<file path="src/rtl/fifo_pkg.sv">
// rtl/fifo_pkg.sv - shared FIFO pointer defaults and binary-to-Gray helper
package fifo_pkg;

    localparam int ASIZE_DEF = 4;
    // Widest pointer supported (ASIZE up to 12, plus the wrap bit)
    localparam int GRAY_W    = 13;

    function automatic logic [GRAY_W-1:0] bin2gray(input logic [GRAY_W-1:0] b);
        return b ^ (b >> 1);
    endfunction

endpackage

</file>
<file path="src/rtl/gray2bin.sv">
// rtl/gray2bin.sv - combinational Gray-to-binary converter, width W
module gray2bin #(
    parameter int W = 5
) (
    input  logic [W-1:0] GRAY,
    output logic [W-1:0] BIN
);

    // Each binary bit is the XOR of all Gray bits at or above it
    always_comb begin
        BIN = '0;
        for (int i = 0; i < W; i++) begin
            BIN[i] = ^(GRAY >> i);
        end
    end

endmodule

</file>
<file path="src/rtl/wptr_full.sv">
// rtl/wptr_full.sv - async FIFO write pointer, full/almost-full, occupancy and overflow
module wptr_full
    import fifo_pkg::*;
#(
    parameter int ASIZE    = ASIZE_DEF,
    parameter int AF_LEVEL = 12
) (
    input  logic             CLK,
    input  logic             RST,
    input  logic             WINC,
    input  logic             OVF_CLR,
    input  logic [ASIZE:0]   WQ2_RPTR,
    output logic [ASIZE-1:0] WADDR,
    output logic [ASIZE:0]   WPTR,
    output logic             WFULL,
    output logic [ASIZE:0]   WCOUNT,
    output logic             ALMOST_FULL,
    output logic             OVERFLOW
);

    localparam logic [ASIZE:0] AF_THR = (ASIZE+1)'(AF_LEVEL);

    logic [ASIZE:0]      wbin;
    logic [ASIZE:0]      wbin_next;
    logic [ASIZE:0]      rbin;
    logic [ASIZE:0]      occ_next;
    logic [ASIZE:0]      rptr_full;
    logic [GRAY_W-1:0]   wgray_wide;
    logic                wfull_next;

    gray2bin #(.W(ASIZE+1)) u_gray2bin (
        .GRAY (WQ2_RPTR),
        .BIN  (rbin)
    );

    // Full when the next write pointer equals the read pointer one lap ahead:
    // in Gray code that is the top two bits inverted, the rest equal.
    always_comb begin
        wbin_next  = wbin + {{ASIZE{1'b0}}, WINC & ~WFULL};
        wgray_wide = bin2gray(GRAY_W'(wbin_next));
        rptr_full  = {~WQ2_RPTR[ASIZE:ASIZE-1], WQ2_RPTR[ASIZE-2:0]};
        wfull_next = (wgray_wide == GRAY_W'(rptr_full));
        occ_next   = wbin_next - rbin;
    end

    always_ff @(posedge CLK or posedge RST) begin
        if (RST) begin
            wbin        <= '0;
            WPTR        <= '0;
            WFULL       <= 1'b0;
            WCOUNT      <= '0;
            ALMOST_FULL <= 1'b0;
            OVERFLOW    <= 1'b0;
        end else begin
            wbin        <= wbin_next;
            WPTR        <= wgray_wide[ASIZE:0];
            WFULL       <= wfull_next;
            WCOUNT      <= occ_next;
            ALMOST_FULL <= (occ_next >= AF_THR);
            if (WINC && WFULL) begin
                OVERFLOW <= 1'b1;
            end else if (OVF_CLR) begin
                OVERFLOW <= 1'b0;
            end
        end
    end

    assign WADDR = wbin[ASIZE-1:0];

endmodule

</file>
<file path="config.mk">
export PLATFORM = sky130hd
export DESIGN_NAME = wptr_full
export DESIGN_NICKNAME = d
export VERILOG_FILES = /design/src/rtl/fifo_pkg.sv /design/src/rtl/gray2bin.sv /design/src/rtl/wptr_full.sv
export SDC_FILE = /design/constraint.sdc
export NUM_CORES = 1
export LEC_CHECK = 0
export ABC_AREA = 1
export CAP_MARGIN = 0
export CORE_MARGIN = 2
export CORE_UTILIZATION = 29
export DETAILED_ROUTE_END_ITERATION = 10
export GPL_TIMING_DRIVEN = 1
export SETUP_SLACK_MARGIN = 0.1
export SLEW_MARGIN = 0
export SYNTH_ARGS = -nofsm -noshare
export SYNTH_HDL_FRONTEND = slang
export SYNTH_SLANG_ARGS = --single-unit
</file>
<file path="constraint.sdc">
create_clock -name CLK -period 1.8 [get_ports CLK]
set_input_delay 0.27 -clock CLK [delete_from_list [all_inputs] [get_ports CLK]]
set_output_delay 0.27 -clock CLK [all_outputs]
set_load 0.05 [all_outputs]
</file>
After elaboration in Yosys (flattened, before gate mapping)
Index checks and enable logic that the tools add are counted.

word-level totals
  bits of input ports = 9
  bits in latches = 0
  bits in registers = 18
  ROM bits = 0
  memories = 0
  output and inout bits = 17
  logic and storage cells = 23
  RAM bits = 0

cells by class
  divide/modulo/power cells = 0
  shift-type cells = 0
  multiplexer cells = 2
  equal/unequal tests = 1
  reduce and logical (&&, ||, !) cells = 7
  add/subtract/negate cells = 2
  multipliers = 0
  order comparisons = 1
  bitwise logic cells = 4

operator list
  cell                                                                   count
  5-bit XOR reduction                                                    5
  5-bit by 1-bit adder with 5-bit output                                 1
  5-bit equality test                                                    1
  5-bit by 4-bit >= comparator with 1-bit output, second input constant  1
  5-bit subtractor                                                       1
  5-bit by 4-bit XOR with 5-bit output                                   1
  1-bit 2-to-1 mux                                                       2
  2-bit NOT                                                              1
  2-bit nonzero test                                                     1
  1-bit bitwise AND                                                      1
  1-bit logical AND                                                      1
  1-bit NOT                                                              1

Depth between registers and ports, before layout
  depth after elaboration = 5
  depth in mapped cells = 16
  depth with buffers taken out = 16

By module
From an unflattened synthesis, not the netlist that was laid out.

second synthesis, totals
  cells, all modules = 141
  area total of the unflattened synthesis = 1,103.6 um^2

modules (own cells, without submodules)
  module     sequential area each (um^2)  instances  area each (um^2)  cells each
  wptr_full  425.4                        1          985.9             120
  gray2bin   0.0                          1          117.6             21

Least setup slack after synthesis
Ideal clock, no wire load.

  path kind = flip-flop to flip-flop
  start = register WFULL
  end = register WCOUNT[3]
  path buffers = 0
  stages on the path, launching flop included = 15
  required time = 1,681 ps
  slack = -485 ps
  setup time = 119 ps
  clock period less this slack = 2,285 ps
  data arrival time = 2,166 ps
  cells stage by stage = dfrtp_1 -> nor2_1 -> ha_1 -> ha_1 -> inv_1 -> nand2_1 -> nand2_4 -> inv_2 -> ha_1 -> inv_1 -> nor2_1 -> nand3_1 -> nand2_1 -> nand2_1 -> and2_1

on the way
  word-level cells in the longest chain between the ends = 4

RTL lines
  what                                    RTL line         text
  start: declaration                      wptr_full.sv:15  output logic WFULL,
  start signal: assignment                wptr_full.sv:57  WFULL <= wfull_next;
  1-bit NOT                               wptr_full.sv:39  wbin_next = wbin + {{ASIZE{1'b0}}, WINC & ~WFULL};
  1-bit bitwise AND                       wptr_full.sv:39
  5-bit by 1-bit adder with 5-bit output  wptr_full.sv:39
  named net wbin_next[2]                  wptr_full.sv:24  logic [ASIZE:0] wbin_next;
  5-bit subtractor                        wptr_full.sv:43  occ_next = wbin_next - rbin;
  named net occ_next[3]                   wptr_full.sv:26  logic [ASIZE:0] occ_next;
  end signal: assignment                  wptr_full.sv:58  WCOUNT <= occ_next;
  end: declaration                        wptr_full.sv:16  output logic [ASIZE:0] WCOUNT,

The timed path passes the listed nets, and every way through them passes these cells.
A chain may end at the register's enable or synchronous reset.

Worst setup path in the final report
Ends and elaborated chain as after synthesis.

==> flow_metrics.py <==
metrics = {
    "drt": {
        "drtIter0Drc": 17,
        "wl_per_cell_um": 10.8,
        "drt-total-wl_um": 2370,
        "drcViolationCount": 0,
        "routed_via_density": 4.05,
        "firstDrtPassIters": 4,
        "antenna_left": 0,
        "vias": 886,
    },
    "synth": {
        "ys_types": 20,
        "synth_seq_area_share_pct": 42.6,
        "synth-xor-area-share_pct": 16.5,
        "synth_top_family_by_area": "simple AND/OR/NAND/NOR gates",
        "synth_edf_count": 0,
        "synth.net_count": 129,
        "synth_compound_area_share_pct": 1.00,
        "syn_avg_cell_area_um2": 8.76,
        "yosys.area_share.simple_pct": 23.7,
        "ys_warn_count": 0,
        "synthArstFlopShare_pct": 100,
        "ys_ff_latch": 17,
        "ys.flop_type": "dfrtp_1",
        "synthMuxAreaShare_pct": 0,
        "synthCells": 114,
        "syn_area_um2": 998,
        "yosys.area_share.adder_pct": 7.52,
    },
    "grt": {
        "grt_pass1_vias": 927,
        "grtUsageTotal_pct": 12.6,
        "grt_start_max_net_pins": 18,
        "grt_pass1_wl_um": 3830,
        "antenna_found_initial": 0,
        "globalRouteOverflowTotal": 0,
    },
    "timing": {
        "finalHoldViolCount": 0,
        "fmax_mhz": 534,
        "layout_setup_ws_ps": -73.5,
        "fin_crit_sh_pct": 104,
        "rsz0062_at_grt": "true",
        "max_slew_margin_pct": 66.3,
        "tightest_slew_ps": 504,
        "slew_viol_final": 0,
        "setup_viol": 4,
        "fin_skew_ps": 8.00,
        "min_period_ps": 1870,
    },
    "floorplanning": {
        "initial_core_util_pct": 30.2,
        "fp.coreArea_um2": 3310,
        "die_area_um2": 3930,
        "die_width_um": 62.7,
        "io-pin-count": 26,
        "die_h_um": 62.7,
        "rows": 21,
    },
    "setup_path": {
        "r2r-end": "WCOUNT[3]",
        "timing.rr.start": "WFULL",
        "worstPathRequired_ps": 1990,
        "worstPathArrival_ps": 2070,
        "worst-path-max-fanout": 3,
        "rr_worst_depth": 13,
        "startpoint_type": "flip-flop",
        "crit_type": "reg2reg",
        "reg2reg_slack_ps": -70,
        "cp-end-kind": "flip-flop",
    },
    "clocking": {
        "clkLatencyLatePin_ps": 290,
        "cts_tree": "done",
        "clkSinkCount": 17,
        "clockBufferDepth": 2,
        "clockRootBuffer": "clkbuf_4",
        "holdBufCountCts": 0,
        "path_clk_slew_ps": 100,
        "numCtsBuffers": 3,
        "cts_max_level": 1,
    },
    "hold_path": {
        "hp-class": "in2async",
    },
    "placed_design": {
        "hpwl_um": 1750,
        "placed_cells": 207,
        "finalWeightedCongestion": 0.784,
        "io_buffers": 25,
        "dpl_cell_area_um2": 1520,
    },
    "final_layout": {
        "areaGrowthSynthToFinish_pct": 77.8,
        "layout.nets": 189,
        "final_common_cell": "buf_4",
        "drive_gt1_share_pct": 51.4,
        "final_area_um2": 1780,
        "final_core_util_pct": 53.6,
        "instances_no_fill": 219,
        "layout_common_cells": "buf_4, nand2_1, dfrtp_1",
        "antenna_cells": 0,
        "fillerInstances": 308,
    },
    "job": {
        "max-cap-violations": 0,
    },
    "outcome": {
        "violations": "negative setup slack",
        "status": "finished with violations",
    },
}
## cell usage after synthesis (2+ instances only)
| master | n | area (um^2) |
|---|---|---|
| nand3_2 | 2 | 20.0 |
| nand2_1 | 33 | 124 |
| inv_1 | 19 | 71.3 |
| nand2_2 | 2 | 12.5 |
| xor2_1 | 10 | 87.6 |
| dfrtp_1 | 17 | 425 |
| xnor2_1 | 2 | 17.5 |
| nand3_1 | 8 | 40.0 |
| inv_2 | 3 | 11.3 |
| nor2_1 | 3 | 11.3 |
| ha_1 | 6 | 75.1 |
## worst max-delay path, stage by stage (launching register included)
cell,delay [ps]
dfrtp_2,440
nor2_4,100
ha_4,160
ha_4,170
nand2_4,50
nand2_4,90
inv_4,40
ha_4,270
inv_2,50
nor2_4,70
nand3_2,80
nand2_2,80
nand2_2,50
and2_4,130
## metal layers
layer  share of wire, %  wire length (um)  vias to the layer above  GRT usage, %
li1                   -                 -                      454             -
met1                 40               940                      411          12.9
met2                 55              1300                       17          22.6
met3                4.0                94                        4          2.16
met4                1.5                35                        0          9.72
met5                  0                 0                        -             0
## sequential cells by signal (all words and copies together), names as in the netlist
signal       count
ALMOST_FULL      1
WPTR             5
wbin             4
WFULL            1
WCOUNT           5
OVERFLOW         1
## cell families after synthesis
group	Yosys count
fa+ha+maj	6
flops	17
simple gates	51
xor+xnor	15
compound gates	2
buf+inv	23
## worst max-delay path by stage
stage | start | endpoint | slack [ps] | depth (start not counted)
2_1_floorplan | WFULL | ALMOST_FULL | -200 | 9
3_3_place_gp | WQ2_RPTR[3] | ALMOST_FULL | -570 | 18
3_5_place_dp | WQ2_RPTR[4] | ALMOST_FULL | -630 | 18
4_1_cts | WFULL | WCOUNT[3] | -140 | 13
5_1_grt | WFULL | WFULL | -200 | 9
6_report | WFULL | WCOUNT[3] | -70 | 13
## timing repair
action / 4_1_cts / 5_1_grt
pin swaps: 7 / 24
cloned: 0 / 0
setup endpoints to repair: 14 / 12
buffers inserted: 5 / 5
resized for setup: 14 / 44
## area by class of cell
class | instances | area, um^2 | share of cell area, %
multi-input combinational | 74 | 689 | 38.8
timing repair buffer | 55 | 482 | 27.1
sequential | 17 | 428 | 24.1
inverter | 23 | 91.3 | 5.14
tap | 46 | 57.6 | 3.24
clock buffer | 3 | 22.5 | 1.27
clock inverter | 1 | 5.00 | 0.282
## metrics by stage
| stage | TNS, ps | hold WS (ps) | setup slack (ps) |
|---|---|---|---|
| after floorplan | -627 | 196 | -199 |
| after global placement | -3220 | 518 | -573 |
| after detailed placement | -3640 | 545 | -629 |
| after CTS | -486 | 277 | -137 |
| after global routing | -682 | 288 | -203 |
| final | -186 | 281 | -73.5 |
Power is not shown: default switching activity piles up to over one toggle a cycle in this logic, so the estimate is an artifact.
